File: config.mk
export PLATFORM = sky130hd
export DESIGN_NAME = regfile_dump
export DESIGN_NICKNAME = d
export VERILOG_FILES = /design/src/rtl/regfile_dump.sv
export SDC_FILE = /design/constraint.sdc
export NUM_CORES = 1
export LEC_CHECK = 0
export BUFFER_PORTS_ARGS = -buffer_cell sky130_fd_sc_hd__clkbuf_2
export CORE_MARGIN = 8
export CORE_UTILIZATION = 30
export DETAILED_ROUTE_END_ITERATION = 16
export SYNTH_ARGS = -nofsm -noshare
export SYNTH_HDL_FRONTEND = slang
export SYNTH_SLANG_ARGS = --single-unit
File: constraint.sdc
create_clock -name clk -period 2.9 [get_ports clk]
set_input_delay 0.145 -clock clk [delete_from_list [all_inputs] [get_ports clk]]
set_output_delay 0.145 -clock clk [all_outputs]
set_load 0.005 [all_outputs]
File: src/rtl/regfile_dump.sv
// Debug read-out engine for the register file.
// A start pulse walks addresses 0..NREGS-1 through the regfile's asynchronous
// read port and streams each value over a valid/ready output, flagging the
// last beat. The regfile write port is snooped so that a pending beat always
// matches the regfile contents at the moment it is accepted.
//
// Handshake: a beat transfers on a rising edge where out_valid and out_ready
// are both high. Once out_valid rises it stays high, and out_data, out_addr
// and out_last stay stable (apart from snooped write updates to the same
// register), until that transfer happens. out_valid never depends on
// out_ready.
module regfile_dump #(
   parameter int NREGS = 32,
   parameter int AW    = 5,
   parameter int DW    = 64
) (
   input  logic          clk,
   input  logic          reset,
   input  logic          start,
   output logic [AW-1:0] rf_ra,
   input  logic [DW-1:0] rf_rd,
   input  logic          wr_en,
   input  logic [AW-1:0] wr_addr,
   input  logic [DW-1:0] wr_data,
   output logic          out_valid,
   input  logic          out_ready,
   output logic [DW-1:0] out_data,
   output logic [AW-1:0] out_addr,
   output logic          out_last,
   output logic          busy,
   output logic          done,
   output logic [1:0]    dbg_state
);

   typedef enum logic [1:0] {
      S_IDLE = 2'd0,
      S_LOAD = 2'd1,
      S_SEND = 2'd2,
      S_DONE = 2'd3
   } state_t;

   // Highest register index; it reads as zero, so writes to it are never
   // captured into the beat buffer.
   localparam logic [AW-1:0] LAST = AW'(NREGS - 1);

   state_t        state_q, state_d;
   logic [AW-1:0] ptr_q, ptr_d;
   logic [DW-1:0] buf_q, buf_d;

   logic          at_last;
   logic          snoop_hit;

   assign at_last   = (ptr_q == LAST);
   assign snoop_hit = wr_en && (wr_addr == ptr_q) && !at_last;
   assign dbg_state = state_q;

   // State, pointer and capture buffer registers; reset abandons any dump.
   always_ff @(posedge clk or posedge reset) begin
      if (reset) begin
         state_q <= S_IDLE;
         ptr_q   <= '0;
         buf_q   <= '0;
      end else begin
         state_q <= state_d;
         ptr_q   <= ptr_d;
         buf_q   <= buf_d;
      end
   end

   // Next-state logic and all outputs, decoded from the current state.
   always_comb begin
      state_d   = state_q;
      ptr_d     = ptr_q;
      buf_d     = buf_q;
      rf_ra     = '0;
      out_valid = 1'b0;
      out_data  = '0;
      out_addr  = '0;
      out_last  = 1'b0;
      busy      = 1'b0;
      done      = 1'b0;

      unique case (state_q)
         S_IDLE: begin
            if (start) begin
               ptr_d   = '0;
               state_d = S_LOAD;
            end
         end

         S_LOAD: begin
            busy  = 1'b1;
            rf_ra = ptr_q;
            // A write landing on this register at the same edge wins over
            // the stale value the read port is still showing.
            buf_d   = snoop_hit ? wr_data : rf_rd;
            state_d = S_SEND;
         end

         S_SEND: begin
            busy      = 1'b1;
            rf_ra     = ptr_q;
            out_valid = 1'b1;
            out_data  = buf_q;
            out_addr  = ptr_q;
            out_last  = at_last;
            if (out_ready) begin
               // The accepted beat carries the pre-edge value; a coincident
               // write to this register is not folded in.
               if (at_last) begin
                  state_d = S_DONE;
               end else begin
                  ptr_d   = ptr_q + AW'(1);
                  state_d = S_LOAD;
               end
            end else if (snoop_hit) begin
               // Keep the stalled beat in step with the regfile.
               buf_d = wr_data;
            end
         end

         S_DONE: begin
            busy    = 1'b1;
            done    = 1'b1;
            state_d = S_IDLE;
         end

         default: begin
            state_d = S_IDLE;
         end
      endcase
   end

endmodule

# ---- Word level (Yosys, flattened, before mapping)
# Cells that the tools add are included.
dict set report totals {
  out_inout_bits 80
  reg_bits 71
}
dict set report op_classes {
  n_reduce_logical 11
  muxes 19
  eq_ne 10
  addsub 1
}
# cell n
set ops {}
lappend ops {{$mux 64} 4}
lappend ops {{$pmux 64 s2} 1}
lappend ops {{$mux 5} 5}
lappend ops {{$ne 2x2->1 const B} 5}
lappend ops {{$pmux 5 s2} 1}
lappend ops {{$pmux 2 s4} 1}
lappend ops {{$mux 2} 3}
lappend ops {{$add 5x1->5 const B} 1}
lappend ops {{$eq 5x5->1} 1}
lappend ops {{$eq 5x5->1 const B} 1}
lappend ops {{$eq 2x2->1 const B} 2}
lappend ops {{$mux 1} 4}
lappend ops {{$reduce_and 4->1} 1}
lappend ops {{$reduce_bool 2->1} 2}
lappend ops {{$reduce_and 3->1} 1}
lappend ops {{$reduce_or 3->1} 1}
lappend ops {{$eq 2x1->1 const B} 1}
lappend ops {{$logic_and 1x1->1} 2}
lappend ops {{$logic_not 2->1} 1}
lappend ops {{$reduce_and 2->1} 1}
lappend ops {{$reduce_or 2->1} 1}
lappend ops {{$logic_not 1->1} 1}

# ---- Logic depth before layout (Yosys ltp)
dict set report logic_depth {
  ltp_word 6
  ltp_mapped 9
}

# ---- Worst setup path before layout
# Ideal clock, no wire load.
dict set report synth_path {
  path_kind {register to register}
  from {register ptr_q[0]}
  to {register buf_q[0]}
  period_less_slack_ps 2336
  setup_ps 126
  n_path_buf 1
  arrival_time_ps 2210
  slack_ps 564
  path_stages_with_launch 9
  path_cell_list {dfrtp_1 > ha_1 > and3_1 > ha_1 > nand2b_4 > nor4_4 > a31oi_4 > buf_6 > a221o_1}
}
dict set report synth_via {
  elab_chain_len 5
  word_cells_on_any_way 9
}
# item line
set synth_rtl {}
lappend synth_rtl {{start: declaration} 47} ;# logic [AW-1:0] ptr_q, ptr_d;
lappend synth_rtl {{start signal: assignment} 65} ;# ptr_q <= ptr_d;
lappend synth_rtl {{$eq 5x5->1, on equally long branches} {54, 53}}
lappend synth_rtl {{$logic_and 1x1->1 / $logic_not 1->1 (equally long branches)} 54} ;# assign snoop_hit = wr_en && (wr_addr == ptr_q) && !at_last;
lappend synth_rtl {{$logic_and 1x1->1 *} 54}
lappend synth_rtl {{$mux 64 / $ne 2x2->1 (equally long branches)} n/a}
lappend synth_rtl {{$pmux 64 s2 / $reduce_and 3->1 (equally long branches)} n/a}
lappend synth_rtl {{end signal: assignment} 66} ;# buf_q <= buf_d;
lappend synth_rtl {{end: declaration} 48} ;# logic [DW-1:0] buf_q, buf_d;
# Every way passes the cells marked *; elsewhere a longest branch is shown, timed or not.
# A chain may end at the register's enable or synchronous reset.

# ---- Worst setup path in the final report
dict set report layout_path {
  from {register ptr_q[0]}
  to {register buf_q[21]}
}
# Same word-level chain as after synthesis.

==> flow_summary.html <==
<table>
<tr><th>Metric</th><th>Value</th></tr>
<tr><th colspan="2">Yosys</th></tr>
<tr><td>Most area-hungry cell type in the Yosys netlist</td><td>dfrtp_1</td></tr>
<tr><td>Flip-flop and latch count after synthesis</td><td>71</td></tr>
<tr><td>Top post-synthesis cells by area</td><td>dfrtp_1, a221o_1, and2_1</td></tr>
<tr><td>Post-Syn Nets</td><td>577</td></tr>
<tr><td>Gate count after technology mapping</td><td>432</td></tr>
<tr><td>Yosys Warn Count</td><td>0</td></tr>
<tr><td>Dominant combinational cell family by area after synthesis</td><td>compound AO/OA/AOI/OAI gates</td></tr>
<tr><td>Adder and majority gate portion of the synthesized area</td><td>2.12%</td></tr>
<tr><td>Area of the mapped netlist</td><td>4130 um^2</td></tr>
<tr><td>Netlist cell types</td><td>33</td></tr>
<tr><td>Count of flip-flops with a built-in enable after synthesis</td><td>0</td></tr>
<tr><td>Post-synthesis compound-gate area fraction</td><td>26.3%</td></tr>
<tr><td>Proportion of netlist area held by the largest area contributor</td><td>43.0%</td></tr>
<tr><td>Post-synthesis simple-gate area fraction</td><td>20.2%</td></tr>
<tr><td>Proportion of synthesized chip area in sequential cells</td><td>43.0%</td></tr>
<tr><td>Proportion of synthesized area in mux cells</td><td>0%</td></tr>
<tr><td>Parity-gate share of the synthesized area counting xor and xnor cells</td><td>1.06%</td></tr>
<tr><td>Synthesized area per cell</td><td>9.57 um^2</td></tr>
<tr><td>Most used DFF post-synth</td><td>dfrtp_1</td></tr>
<tr><td>Proportion of synthesized flip-flops having asynchronous set or reset</td><td>100%</td></tr>
<tr><th colspan="2">Worst setup path</th></tr>
<tr><td>Highest cell delay on the worst timing path</td><td>0.45 ns</td></tr>
<tr><td>Critical setup path kind</td><td>reg2reg</td></tr>
<tr><td>Maximum fanout along the worst path</td><td>32</td></tr>
<tr><td>Critical Path Start Type</td><td>flop</td></tr>
<tr><td>Cell type with the highest occurrence count on the critical path</td><td>ha_1</td></tr>
<tr><td>Data required, critical path</td><td>3.11 ns</td></tr>
<tr><td>Endpoint class of the critical path</td><td>flop</td></tr>
<tr><td>List of cells traversed by the critical path</td><td>ha_1 -&gt; and3_1 -&gt; ha_1 -&gt; nand2b_4 -&gt; nor4_4 -&gt; buf_4 -&gt; a21oi_1 -&gt; a221o_1</td></tr>
<tr><td>Arrival time worst endpoint</td><td>2.94 ns</td></tr>
<tr><td>Highest-delay cell along the critical path</td><td>dfrtp_1</td></tr>
<tr><th colspan="2">CTS</th></tr>
<tr><td>Cell chosen for the clock root</td><td>clkbuf_16</td></tr>
<tr><td>Number of buffers added by the clock tree synthesis step</td><td>9</td></tr>
<tr><td># hold bufs at CTS</td><td>1</td></tr>
<tr><td>Latest clock arrival within the worst-skew pair</td><td>0.33 ns</td></tr>
<tr><td>Number of sinks driven by the clock tree</td><td>71</td></tr>
<tr><td>Post-CTS clock slew at the launch and capture registers of the worst setup and hold paths</td><td>0.06 ns</td></tr>
<tr><td>CTS H-Tree Depth</td><td>3</td></tr>
<tr><td>Post-CTS resize count</td><td>0</td></tr>
<tr><td>Worst-case clock buffer depth</td><td>2</td></tr>
<tr><td>TritonCTS clock tree</td><td>built</td></tr>
<tr><td>Post-CTS Repair Setup Buffers</td><td>0</td></tr>
<tr><th colspan="2">Power and ir drop</th></tr>
<tr><td>Leakage power summed over all cells</td><td>2.91 nW</td></tr>
<tr><td>Final Power</td><td>5.29 mW</td></tr>
<tr><td>VDD IR max</td><td>373 uV</td></tr>
<tr><td>Total power density per cell area</td><td>939 nW/um^2</td></tr>
<tr><th colspan="2">Timing</th></tr>
<tr><td>Maximum frequency from static timing analysis</td><td>367 MHz</td></tr>
<tr><td>Final worst path period share</td><td>94.0%</td></tr>
<tr><td>Relative slew slack</td><td>47.3%</td></tr>
<tr><td>Shortest clock period the worst path allows after layout</td><td>2.73 ns</td></tr>
<tr><td>Post-route clock skew</td><td>0.00508 ns</td></tr>
<tr><td>Hold violation count in the final report</td><td>0</td></tr>
<tr><td>Setup TNS Final</td><td>0 ns</td></tr>
<tr><td>Max-slew violation total from the final report</td><td>0</td></tr>
<tr><td>Setup-failing EPs final</td><td>0</td></tr>
<tr><td>Transition time at the pin with the least slew margin</td><td>0.789 ns</td></tr>
<tr><td>RSZ-0062 raised after global routing</td><td>false</td></tr>
<tr><td>Fin worst setup slack</td><td>0.173 ns</td></tr>
<tr><th colspan="2">Placed design</th></tr>
<tr><td>Number of placed cells counting well taps</td><td>799</td></tr>
<tr><td>Total half-perimeter wirelength after legalization and detailed placement</td><td>10,300 um</td></tr>
<tr><td>Port buffer count</td><td>217</td></tr>
<tr><td>RD Place Congestion</td><td>0.773</td></tr>
<tr><td>Placed instance area</td><td>5300 um^2</td></tr>
<tr><td>Worst slack at placement</td><td>0.201 ns</td></tr>
<tr><th colspan="2">Floorplan</th></tr>
<tr><td>Die Outline Area</td><td>17,800 um^2</td></tr>
<tr><td>Starting density of the core</td><td>30.2%</td></tr>
<tr><td>Y dimension of the die</td><td>133 um</td></tr>
<tr><td>Core Box Area</td><td>13,700 um^2</td></tr>
<tr><td>Die Span X</td><td>133 um</td></tr>
<tr><td>Number of top-level pins</td><td>218</td></tr>
<tr><td>Rows</td><td>43</td></tr>
<tr><th colspan="2">Drt</th></tr>
<tr><td>Initial drt markers</td><td>231</td></tr>
<tr><td>Iteration count of the initial detailed-routing pass</td><td>6</td></tr>
<tr><td>Drt via density</td><td>5.15</td></tr>
<tr><td>Antenna-violating nets left</td><td>0</td></tr>
<tr><td>Routed via count</td><td>4,202</td></tr>
<tr><td>Post-detailed-routing wire length</td><td>14,100 um</td></tr>
<tr><td>Residual DRC count</td><td>0</td></tr>
<tr><td>Routed WL per cell</td><td>17.3 um</td></tr>
<tr><th colspan="2">Global route</th></tr>
<tr><td>GR Overflow Total</td><td>0</td></tr>
<tr><td>Global-route total usage across every layer</td><td>15.8%</td></tr>
<tr><td>Pin count of the biggest net entering global routing</td><td>47</td></tr>
<tr><td>Number of global-route vias before repair</td><td>4,456</td></tr>
<tr><td>Initial antenna violation count</td><td>0</td></tr>
<tr><td>Global-route wire length before repair</td><td>23,000 um</td></tr>
<tr><th colspan="2">Finish</th></tr>
<tr><td>Share of cells above drive strength 1</td><td>40.4%</td></tr>
<tr><td>Area taken by flip-flops and latches</td><td>1780 um^2</td></tr>
<tr><td>Final cell count without fillers</td><td>816</td></tr>
<tr><td>Cell area after layout</td><td>5630 um^2</td></tr>
<tr><td>Leading cell type in the layout, fill and taps excluded</td><td>clkbuf_2</td></tr>
<tr><td>Combined area of the multi-input logic cells</td><td>2070 um^2</td></tr>
<tr><td>Number of fill cells in the layout</td><td>1,392</td></tr>
<tr><td>Most frequent cells in the layout</td><td>clkbuf_2, and2_1, dfrtp_1</td></tr>
<tr><td>Diodes inserted</td><td>0</td></tr>
<tr><td>Area growth from synthesis to layout</td><td>36.3%</td></tr>
<tr><td>Post-layout nets</td><td>776</td></tr>
<tr><th colspan="2">Outcome</th></tr>
<tr><td>Run status</td><td>complete, no violations</td></tr>
<tr><th colspan="2">Min path</th></tr>
<tr><td>Class of the most critical hold timing path</td><td>in2reg</td></tr>
<tr><th colspan="2">Job</th></tr>
<tr><td>Maxcap violations</td><td>0</td></tr>
</table>
==> cells in the mapped netlist, types with 2 or more instances <==
master	instances
buf_1	4
nor2b_1	3
nand2_1	66
dfrtp_1	71
nor2_1	2
a22o_1	3
o21ai_0	5
and2_2	2
clkbuf_1	11
buf_2	13
a221o_1	64
nand3_1	2
xor2_1	5
and2_1	73
buf_6	13
inv_1	5
a21oi_1	67
ha_1	7
or3_1	2
==> metrics by stage <==
stage          hold slack (ns)  util (%)
2_1_floorplan            0.291         -
3_3_place_gp             0.325      38.8
3_5_place_dp             0.333      38.8
4_1_cts                 0.0203      41.2
5_1_grt                 0.0268      41.2
6_report                0.0422      41.2
==> layer usage <==
layer / global-route usage, % / share of wire [%] / up-vias
met2: 25.6 / 47 / 169
met3: 5.65 / 7.8 / 15
li1: - / - / 1955
met1: 19.3 / 44 / 2063
met5: 0 / 0 / -
met4: 4.55 / 1.1 / 0
==> worst max-delay path, delay by kind of cell (launching register included) <==
family	cells	cell delay, ns
adder cells (fa/ha/maj)	2	0.50
flip-flops	1	0.45
buffers and inverters	1	0.40
AND/OR/NAND/NOR	3	0.80
AO/OA/AOI/OAI	2	0.42
==> worst paths after layout <==
path,from,to,slack [ns],cells past startpoint
worst max-delay path,ptr_q[0],buf_q[21],0.17,8
worst min-delay path,wr_data[41],buf_q[41],0.04,2
worst max register to register,ptr_q[0],buf_q[21],0.17,8
worst min register to register,buf_q[41],buf_q[41],0.50,1
max in group asynchronous,reset,buf_q[26],1.72,4
min in group asynchronous,reset,buf_q[35],0.50,3
==> flip-flops by register name, indices dropped and copies added (netlist names) <==
register and cells:
buf_q 64, dbg_state 2, ptr_q 5
==> area by class of cell <==
cell class | instances | area share (%)
clock buffers | 9 | 4.00
multi-input cells | 313 | 36.7
well taps | 180 | 4.00
repair buffers | 231 | 21.6
flip-flops and latches | 71 | 31.5
clock inverters | 7 | 1.73
inverters | 5 | 0.333
==> cell families after synthesis <==
logic type	Yosys count
simple gates	157
fa+ha+maj	7
xor+xnor	5
flops	71
buf+inv	48
compound gates	144
==> power by group <==
part           switching, mW  internal [mW]  total, mW
Sequential             0.283           1.47       1.75
Clock                  0.443          0.754       1.20
Combinational           1.22           1.11       2.34
(Power assumes the default switching activity.)
